[src/rtl/data_mem_arb_pkg.sv]
// Shared types and defaults for the data memory arbiter.
// Port 0 is the load/store unit, port 1 the perceptron accelerator.
package data_mem_arb_pkg;
  localparam int ADDR_W_DEF = 4;
  localparam int DATA_W_DEF = 8;

  typedef enum logic [1:0] {
    IDLE,
    OWN0,
    OWN1
  } arb_state_e;

  localparam logic PORT_CPU = 1'b0;
  localparam logic PORT_ACC = 1'b1;
endpackage

[src/rtl/rr_arb2.sv]
// Two-input round-robin grant, purely combinational.
// On conflict the port that did not win last time is granted.
module rr_arb2
  import data_mem_arb_pkg::*;
(
  input  logic [1:0] req,
  input  logic       last_grant,
  input  logic       enable,
  output logic [1:0] gnt
);
  logic w_both;

  assign w_both = req[PORT_CPU] & req[PORT_ACC];

  always_comb begin
    gnt = 2'b00;
    if (enable) begin
      if (w_both) begin
        gnt[PORT_CPU] = (last_grant == PORT_ACC);
        gnt[PORT_ACC] = (last_grant == PORT_CPU);
      end else begin
        gnt = req;
      end
    end
  end
endmodule

[src/rtl/data_mem_arbiter.sv]
// Arbitrates the single-port data memory between the CPU and the
// accelerator, with a lock for atomic read-modify-write sequences.
module data_mem_arbiter
  import data_mem_arb_pkg::*;
#(
  parameter int ADDR_W = ADDR_W_DEF,
  parameter int DATA_W = DATA_W_DEF
) (
  input  logic              clk,
  input  logic              rst,
  input  logic              req0_valid,
  input  logic              req0_we,
  input  logic              req0_lock,
  input  logic [ADDR_W-1:0] req0_addr,
  input  logic [DATA_W-1:0] req0_wdata,
  output logic              req0_ready,
  output logic              req0_rvalid,
  output logic [DATA_W-1:0] req0_rdata,
  input  logic              req1_valid,
  input  logic              req1_we,
  input  logic              req1_lock,
  input  logic [ADDR_W-1:0] req1_addr,
  input  logic [DATA_W-1:0] req1_wdata,
  output logic              req1_ready,
  output logic              req1_rvalid,
  output logic [DATA_W-1:0] req1_rdata,
  output logic              mem_write_en,
  output logic [ADDR_W-1:0] mem_addr,
  output logic [DATA_W-1:0] mem_write_data,
  input  logic [DATA_W-1:0] mem_read_data
);
  arb_state_e        r_state;
  arb_state_e        w_state_nxt;
  logic              r_last_grant;
  logic              r_rvalid0;
  logic              r_rvalid1;
  logic [DATA_W-1:0] r_rdata0;
  logic [DATA_W-1:0] r_rdata1;
  logic [1:0]        w_req;
  logic [1:0]        w_gnt;
  logic              w_any;
  logic              w_sel;
  logic              w_sel_we;
  logic              w_sel_lock;
  logic              w_rd0;
  logic              w_rd1;

  // An owner masks the other port even while the owner is idle
  always_comb begin
    w_req = {req1_valid, req0_valid};
    case (r_state)
      OWN0:    w_req = {1'b0, req0_valid};
      OWN1:    w_req = {req1_valid, 1'b0};
      default: w_req = {req1_valid, req0_valid};
    endcase
  end

  rr_arb2 u_rr_arb2 (
    .req        (w_req),
    .last_grant (r_last_grant),
    .enable     (!rst),
    .gnt        (w_gnt)
  );

  assign w_any      = |w_gnt;
  assign w_sel      = w_gnt[PORT_ACC];
  assign w_sel_we   = w_sel ? req1_we : req0_we;
  assign w_sel_lock = w_sel ? req1_lock : req0_lock;
  assign w_rd0      = w_gnt[PORT_CPU] & ~req0_we;
  assign w_rd1      = w_gnt[PORT_ACC] & ~req1_we;

  assign req0_ready     = w_gnt[PORT_CPU];
  assign req1_ready     = w_gnt[PORT_ACC];
  assign mem_write_en   = w_any & w_sel_we;
  assign mem_addr       = w_sel ? req1_addr : req0_addr;
  assign mem_write_data = w_sel ? req1_wdata : req0_wdata;
  assign req0_rvalid    = r_rvalid0;
  assign req1_rvalid    = r_rvalid1;
  assign req0_rdata     = r_rdata0;
  assign req1_rdata     = r_rdata1;

  always_comb begin
    w_state_nxt = r_state;
    case (r_state)
      IDLE: begin
        if (w_any && w_sel_lock) begin
          w_state_nxt = w_sel ? OWN1 : OWN0;
        end
      end
      OWN0, OWN1: begin
        if (w_any && !w_sel_lock) begin
          w_state_nxt = IDLE;
        end
      end
      default: w_state_nxt = IDLE;
    endcase
  end

  always_ff @(posedge clk) begin
    if (rst) begin
      r_state      <= IDLE;
      r_last_grant <= PORT_ACC;
      r_rvalid0    <= 1'b0;
      r_rvalid1    <= 1'b0;
      r_rdata0     <= '0;
      r_rdata1     <= '0;
    end else begin
      r_state   <= w_state_nxt;
      r_rvalid0 <= w_rd0;
      r_rvalid1 <= w_rd1;
      if (w_any) begin
        r_last_grant <= w_sel;
      end
      if (w_rd0) begin
        r_rdata0 <= mem_read_data;
      end
      if (w_rd1) begin
        r_rdata1 <= mem_read_data;
      end
    end
  end
endmodule

[config.mk]
export PLATFORM = sky130hd
export DESIGN_NAME = data_mem_arbiter
export DESIGN_NICKNAME = d
export VERILOG_FILES = /design/src/rtl/data_mem_arb_pkg.sv /design/src/rtl/rr_arb2.sv /design/src/rtl/data_mem_arbiter.sv
export SDC_FILE = /design/constraint.sdc
export NUM_CORES = 1
export LEC_CHECK = 0
export CAP_MARGIN = 40
export CORE_UTILIZATION = 30
export CTS_CLUSTER_SIZE = 14
export DETAILED_ROUTE_END_ITERATION = 10
export PLACE_DENSITY = 0.8
export SYNTH_ARGS = -nofsm -noshare
export SYNTH_HDL_FRONTEND = slang
export SYNTH_SLANG_ARGS = --single-unit
[constraint.sdc]
create_clock -name clk -period 2.75 [get_ports clk]
set_input_delay 0.55 -clock clk [delete_from_list [all_inputs] [get_ports clk]]
set_output_delay 0.55 -clock clk [all_outputs]
set_load 0.1 [all_outputs]
Word-level counts from Yosys, hierarchy flattened. Cells that the tools add are included.

Flip-flop bits (word level): 21. Logic and storage cells: 35. Bits of input ports: 40.

Mux-type cells: 11. Eq/ne operators: 4. Reduce and logical (&&, ||, !) cells: 7. Bitwise logic cells: 7.

Operators by type and width (count): $mux 2 (5); $mux 8 (1); $pmux 2 s2 (2); $and 1x1->1 (4); $mux 4 (1); $ne 2x2->1 const B (2); $reduce_or 2->1 (2); $not 1->1 (3); $eq 2x1->1 const B (1); $eq 2x2->1 const B (1); $logic_and 1x1->1 (2); $logic_not 2->1 (1); $mux 1 (2); $reduce_and 2->1 (1); $logic_not 1->1 (1).

Depth between registers and ports, before layout. Gate-level depths: netlist (run 1).

Depth after elaboration: 10. Mapped depth: 8.

Modules after synthesis. A second synthesis (run 1) with hierarchy kept.

Cell total of the unflattened synthesis: 127. Area total of the unflattened synthesis: 1029.7 um^2.

Modules (own cells, without submodules): data_mem_arbiter (sequential area each 420.4 um^2, area each 1008.5 um^2, cells each 122, instances 1); rr_arb2 (sequential area each 0.0 um^2, area each 21.3 um^2, cells each 5, instances 1).

Worst setup path after synthesis (run 1). Ideal clock, no wire load.

Kind: register -> output. Start: register r_state[0]. End: output port req0_ready. Cell stages (with the launch flop): 6. Buffers on the path: 0. Arrival time: 3.078 ns. Path slack: -0.878 ns. Data required time: 2.200 ns. Cells stage by stage: dfxtp_1 -> inv_1 -> ha_1 -> nand2b_1 -> and3b_1 -> nor3_1.

Longest elaborated chain between the ends: 5.

Ends and longest elaborated chain: start: declaration (RTL line data_mem_arbiter.sv:32) `arb_state_e r_state;`; start signal: assignment (RTL line data_mem_arbiter.sv:108) `r_state <= w_state_nxt;`; $eq 2x2->1 or $eq 2x1->1 (tied branches) (RTL line data_mem_arbiter.sv:51) `case (r_state)`; $pmux 2 s2 * (RTL line data_mem_arbiter.sv:51); $and 1x1->1 (RTL line rr_arb2.sv:13) `assign w_both = req[PORT_CPU] & req[PORT_ACC];`; $mux 2 * (RTL line rr_arb2.sv:18) `if (w_both) begin`; $mux 2 * (RTL line rr_arb2.sv:17) `if (enable) begin`; end: declaration (RTL line data_mem_arbiter.sv:16) `output logic req0_ready,`.

Every way passes the cells marked *; elsewhere a longest branch is shown, timed or not.

Worst setup path in the final report (run 1).
Start: register r_state[1]. End: output port mem_write_data[1].

Longest elaborated chain between the ends: 6.

Ends and longest elaborated chain: $eq 2x2->1 or $eq 2x1->1 (tied branches) (RTL line data_mem_arbiter.sv:51); $pmux 2 s2 * (RTL line data_mem_arbiter.sv:51); $and 1x1->1 (RTL line rr_arb2.sv:13); $mux 2 * (RTL line rr_arb2.sv:18); $mux 2 * (RTL line rr_arb2.sv:17); $mux 8 * (RTL line data_mem_arbiter.sv:76) `assign mem_write_data = w_sel ? req1_wdata : req0_wdata;`; end: declaration (RTL line data_mem_arbiter.sv:29) `output logic [DATA_W-1:0] mem_write_data,`.

Marked as above.

==> results of run 1 <==
==> power by group <==
group          total, mW  internal, mW  leakage (nW)  switching (mW)
clock              0.198         0.101        0.0255          0.0973
sequential         0.340         0.327         0.173          0.0128
combinational      0.688         0.263         0.758           0.425
==> layout make-up <==
cell class                      instances  area, um2
Fill cell                             321       1460
Clock buffer                            3       41.3
Tap cell                               48       60.1
Inverter                               13       51.3
Multi-Input combinational cell         80        716
Clock inverter                          1       5.00
Sequential cell                        21        428
Timing Repair Buffer                   85        930
==> logic make-up after synthesis <==
| group | share of synthesized area |
|---|---|
| AOI/OAI and AO/OA | 0.177 |
| adders and majority gates | 0.0323 |
| DFF | 0.362 |
| muxes | 0.222 |
| and+or+nand+nor | 0.131 |
| buffers and inverters | 0.0764 |
==> state kept, by name, summed over array words and instances (netlist names) <==
name,flops
req0_rdata,8
req1_rdata,8
r_state,2
r_last_grant,1
req0_rvalid,1
req1_rvalid,1
==> metal layers <==
metal,vias to the layer above,share of wire
li1,601,-
met4,0,0.0024
met1,565,0.42
met3,2,0.093
met5,-,0
met2,56,0.49
==> layout by cell type (no fill, tap or decap), types with 3 or more instances in the layout <==
cell type / Yosys / layout
nand2_1: 12 / 11
buf_12: 0 / 15
dfxtp_1: 21 / 19
mux2i_1: 10 / 10
clkbuf_8: 0 / 3
o21ai_0: 8 / 8
mux2_4: 6 / 12
o311ai_0: 8 / 8
clkdlybuf4s50_1: 0 / 38
inv_1: 12 / 10
buf_4: 0 / 29
==> worst min-delay path by stage <==
stage                    end     startpoint  cells past startpoint  slack [ps]
2_1_floorplan   r_last_grant   r_last_grant                      1         440
3_3_place_gp   req0_rdata[4]  req0_rdata[4]                      2         450
3_5_place_dp   req0_rdata[3]  req0_rdata[3]                      2         450
4_1_cts        req0_rdata[0]  req0_rdata[0]                      2         460
5_1_grt        req0_rdata[5]  req0_rdata[5]                      2         500
6_report       req0_rdata[0]  req0_rdata[0]                      2         460
==> critical path, stage by stage (launching register included) <==
cell,delay (ps)
dfxtp_4,380
inv_4,50
ha_4,290
nand2b_4,60
and2_4,140
nor3_4,210
buf_6,180
mux2_4,330
buf_12,170
==> repair_timing <==
item,in CTS,in global routing
endpoints found under the setup margin,12,13
setup buffers,2,2
cloned,1,0
gates resized for setup,12,5
pin swaps,1,2
==> metrics by stage <==
step	TNS [ps]	std cells	hold WS, ps	setup WS (ps)	util
5_1_grt	0	251	503	42.5	0.605
4_1_cts	0	251	464	24.6	0.609
2_1_floorplan	0	119	442	17.9	-
3_5_place_dp	-314	244	449	-61.9	0.576
6_report	0	251	461	121	0.605
3_3_place_gp	-209	244	447	-36.1	0.576
==> flow_metrics.env, run 1 <==
export IMPL_syn_area_per_cell_um2=9.77
export IMPL_irDropWorstVdd_mv=0.475
export IMPL_clock_latency_ps=250
export IMPL_drtIter0Drc=22
export IMPL_p_per_area_nw_per_um2=549
export IMPL_path_clk_slew_ps=80
export IMPL_yosysMostFrequentCell="dfxtp_1"
export IMPL_htreeDepth=1
export IMPL_synthTopCellsByArea="dfxtp_1 36%, mux2i_1 8.6%, mux2_4 7.8%"
export IMPL_crit_type="flop to output port"
export IMPL_postLayoutCellArea_um2=2230
export IMPL_grt_pass1_vias=1249
export IMPL_cts_made_buffers=3
export IMPL_io_buffers=72
export IMPL_reg2reg_from="r_state[1]"
export IMPL_yosysTopAreaCell="dfxtp_1"
export IMPL_reg2reg_slack_ps=990
export IMPL_yosysWarnings=0
export IMPL_cp_start_kind="flop"
export IMPL_final_hold_viol_count=0
export IMPL_synth_edf_count=0
export IMPL_place_hpwl_mm=2.56
export IMPL_relSlewSlack=0.785
export IMPL_crit_fanout=7
export IMPL_grt_max_degree=19
export IMPL_synth_top_cell_area_share=0.362
export IMPL_post_route_drc_count=0
export IMPL_row_count=22
export IMPL_synth_cell_types=32
export IMPL_max_cap_violations=0
export IMPL_fin_nets=247
export IMPL_ios=73
export IMPL_core_area_um2=3690
export IMPL_grtUsageMet2=0.317
export IMPL_cts_root_buf="clkbuf_8"
export IMPL_routedWlPerCell_um=13.5
export IMPL_syn_to_final_growth_pct=91.9
export IMPL_worst_slew_pin_slew_ps=323
export IMPL_met1_usage=0.182
export IMPL_power_mw=1.23
export IMPL_die_y_um=64.2
export IMPL_synth_seq_cells=21
export IMPL_place_area_um2=2120
export IMPL_period_minus_slack_ps=2630
export IMPL_worstHoldPathType="flop to flop"
export IMPL_final_max_slew_viol_count=0
export IMPL_max_freq_ghz=0.380
export IMPL_grt_overflow=0
export IMPL_endpoint="mem_write_data[1]"
export IMPL_status="completed"
export IMPL_drive_gt1_frac=0.384
export IMPL_max_clock_path_buffers=2
export IMPL_arrival_ps=2080
export IMPL_syn_inst=119
export IMPL_synthArstFlopShare=0
export IMPL_synthFlopType="dfxtp_1"
export IMPL_die_x_um=64.2
export IMPL_finalSetupViolations=0
export IMPL_power_leakage_nw=0.956
export IMPL_ant_nets=0
export IMPL_num_vias=1224
export IMPL_cp_end_kind="output port"
export IMPL_finClkSkew_ps=2.61
export IMPL_ys_seq_area_frac=0.362
export IMPL_syn_area_um2=1160
export IMPL_netlist_top_cells_count="21 x dfxtp_1, 12 x inv_1, 12 x nand2_1"
export IMPL_rsz0062_at_grt="no"
export IMPL_globalplace_congestion=0.898
export IMPL_reg2reg_depth=7
export IMPL_worstSetupStartpoint="r_state[1]"
export IMPL_grt_busiest_layer="met2"
export IMPL_grt_use_total=0.170
export IMPL_antenna_found_initial=0
export IMPL_crit_required_ps=2200
export IMPL_clock_sinks=21
export IMPL_diodes=0
export IMPL_period_share=0.956
export IMPL_synth_nets=162
export IMPL_design_die_area_um2=4130
export IMPL_start_util=0.315
export IMPL_timing_rr_end="req0_rdata[4]"
export IMPL_met3_usage=0.0643
export IMPL_cts_tree="done"
export IMPL_grt_pass1_wl_mm=5.53
export IMPL_finalWirelength_mm=3.38
export IMPL_holdBufCountCts=0
export IMPL_viasPerCell=4.88
export IMPL_first_pass_iters=4
(Power assumes the default switching activity.)
==> run 2, diff against run 1 <==
- CORE_MARGIN: default -> 8
==> run 2 against run 1 <==
  * Sequential cell count unchanged
  * Sequential share of layout area about the same
  * Wire length increased by 16%
  * Sequential power about the same
  * Highest routed layer unchanged
==> flow_metrics.env, run 2 (synthesis results as in run 1) <==
export IMPL_status="completed"
export IMPL_cts_tree="done"
export IMPL_p_sw_mw=0.541
export IMPL_cts_made_buffers=3
export IMPL_relSlewSlack=0.809
export IMPL_routedWlPerCell_um=15.7
export IMPL_viasPerCell=4.81
export IMPL_irDropWorstVdd_mv=0.307
export IMPL_drtIter0Drc=26
export IMPL_finClkSkew_ps=1.43
export IMPL_mostFrequentLayoutCells="38 x clkdlybuf4s50_1, 29 x buf_4, 19 x dfxtp_1, 15 x buf_12"
export IMPL_syn_to_final_growth_pct=91.8
export IMPL_cpMaxStageDelayCell="dfxtp_4"
export IMPL_finalWirelength_mm=3.93
export IMPL_clock_sinks=21
export IMPL_design_die_area_um2=6120
export IMPL_mostFrequentLayoutCell="clkdlybuf4s50_1"
export IMPL_ant_nets=0
export IMPL_final_max_slew_viol_count=0
export IMPL_place_hpwl_mm=3.16
export IMPL_num_vias=1208
export IMPL_ios=73
export IMPL_p_per_area_nw_per_um2=552
export IMPL_max_clock_path_buffers=2
export IMPL_start_util=0.315
export IMPL_p_int_mw=0.688
export IMPL_max_freq_ghz=0.381
export IMPL_diodes=0
export IMPL_io_buffers=72
export IMPL_dp_cells=246
export IMPL_period_share=0.954
export IMPL_grt_overflow=0
export IMPL_finalSetupViolations=0
export IMPL_worstSetupStartpoint="r_state[0]"
export IMPL_cp_end_kind="output port"
export IMPL_grt_max_degree=19
export IMPL_globalplace_congestion=0.854
export IMPL_reg2reg_from="r_state[0]"
export IMPL_first_pass_iters=4
export IMPL_htreeDepth=1
export IMPL_fin_nets=247
export IMPL_grt_pass1_wl_mm=6.35
export IMPL_critPathMaxStageDelay_ps=370
export IMPL_cts_root_buf="clkbuf_8"
export IMPL_worstHoldPathType="flop to flop"
export IMPL_seq_area_um2=428
export IMPL_drive_gt1_frac=0.379
export IMPL_multiInputGateArea_um2=713
export IMPL_antenna_found_initial=0
export IMPL_cp_start_kind="flop"
export IMPL_worst_slew_pin_slew_ps=282
export IMPL_die_y_um=78.2
export IMPL_holdWs_ps=464
export IMPL_period_minus_slack_ps=2620
export IMPL_post_route_util=0.604
export IMPL_post_route_drc_count=0
export IMPL_seqPwrFrac=0.277
export IMPL_crit_chain="inv_2, ha_4, nand2b_4, and2_4, nor3_4, buf_6, mux2_4, buf_12"
export IMPL_row_count=22
export IMPL_fillers=325
export IMPL_critPathBufInv=3
export IMPL_arrival_ps=2070
export IMPL_final_hold_viol_count=0
export IMPL_die_x_um=78.2
export IMPL_crit_required_ps=2200
export IMPL_core_area_um2=3690
export IMPL_power_leakage_nw=0.962
export IMPL_max_cap_violations=0
export IMPL_path_clk_slew_ps=80
export IMPL_p_comb_frac=0.559
export IMPL_clock_latency_ps=260
export IMPL_hold_path_startpoint="req0_rdata[3]"
export IMPL_instances_no_fill=251
export IMPL_cp_top_family="simple AND/OR/NAND/NOR gates"
export IMPL_power_mw=1.23
export IMPL_p_clk_frac=0.165
export IMPL_rsz0062_at_grt="no"
export IMPL_crit_fanout=7
export IMPL_grt_pass1_vias=1278
export IMPL_grt_use_total=0.126
export IMPL_switching_share=0.440
export IMPL_crit_type="flop to output port"
## run 2: cell count changes in the layout (fill, tap and decap cells not counted)
| cell | delta |
|---|---|
| dlygate4sd2_1 | -1 |
| dlymetal6s2s_1 | +1 |
| inv_2 | +1 |
| inv_4 | -1 |
| nand2_1 | +1 |
| nand2_2 | -1 |
## run 2: worst paths after layout
check                      end  slack (ps)  cells after the start
max          mem_write_data[7]         130                      8
min              req0_rdata[3]         460                      2
max reg2reg      req0_rdata[6]        1030                      7
min reg2reg      req0_rdata[3]         460                      2
## run 2: per-stage QoR
step / setup slack, ps / setup TNS (ps) / area [um2]
after floorplan: 17.9 / 0 / 1190
after global placement: -53.8 / -321 / 2130
after detailed placement: -98.8 / -839 / 2130
after CTS: -10.5 / -42.8 / 2180
after global routing: 21.6 / 0 / 2230
final: 126 / 0 / 2230
## run 2: repair_timing
item	CTS	global route
resized for setup	3	11
pin swaps	1	2
endpoints found under the setup margin	12	13
buffers inserted	0	1
hold buffers	0	0
## run 2: metal layers
layer  global-route usage  part of all wire  vias up
met3               0.0558             0.098        2
met4               0.0278            0.0041        0
met5                    0                 0        -
met2                0.207              0.45       54
met1                0.146              0.45      550
li1                     -                 -      602
## run 2: area by class of cell
class | count | area share
clock buffers | 3 | 0.0185
clock inverters | 1 | 0.00224
inverters | 13 | 0.0219
multi-input cells | 80 | 0.320
flip-flops and latches | 21 | 0.192
well taps | 48 | 0.0269
repair buffers | 85 | 0.419
## run 2: power by group through the flow
stage / sequential, mW / clock, mW / combinational, mW
after floorplan: 0.472 / 0 / 0.314
after global placement: 0.346 / 0 / 0.662
after detailed placement: 0.347 / 0 / 0.667
after CTS: 0.341 / 0.211 / 0.674
after global routing: 0.343 / 0.219 / 0.717
final: 0.340 / 0.202 / 0.687
## run 2: worst min-delay path, stage by stage (launching register included)
cell,delay [ps]
dfxtp_1,320
nand2_1,50
mux2i_1,50
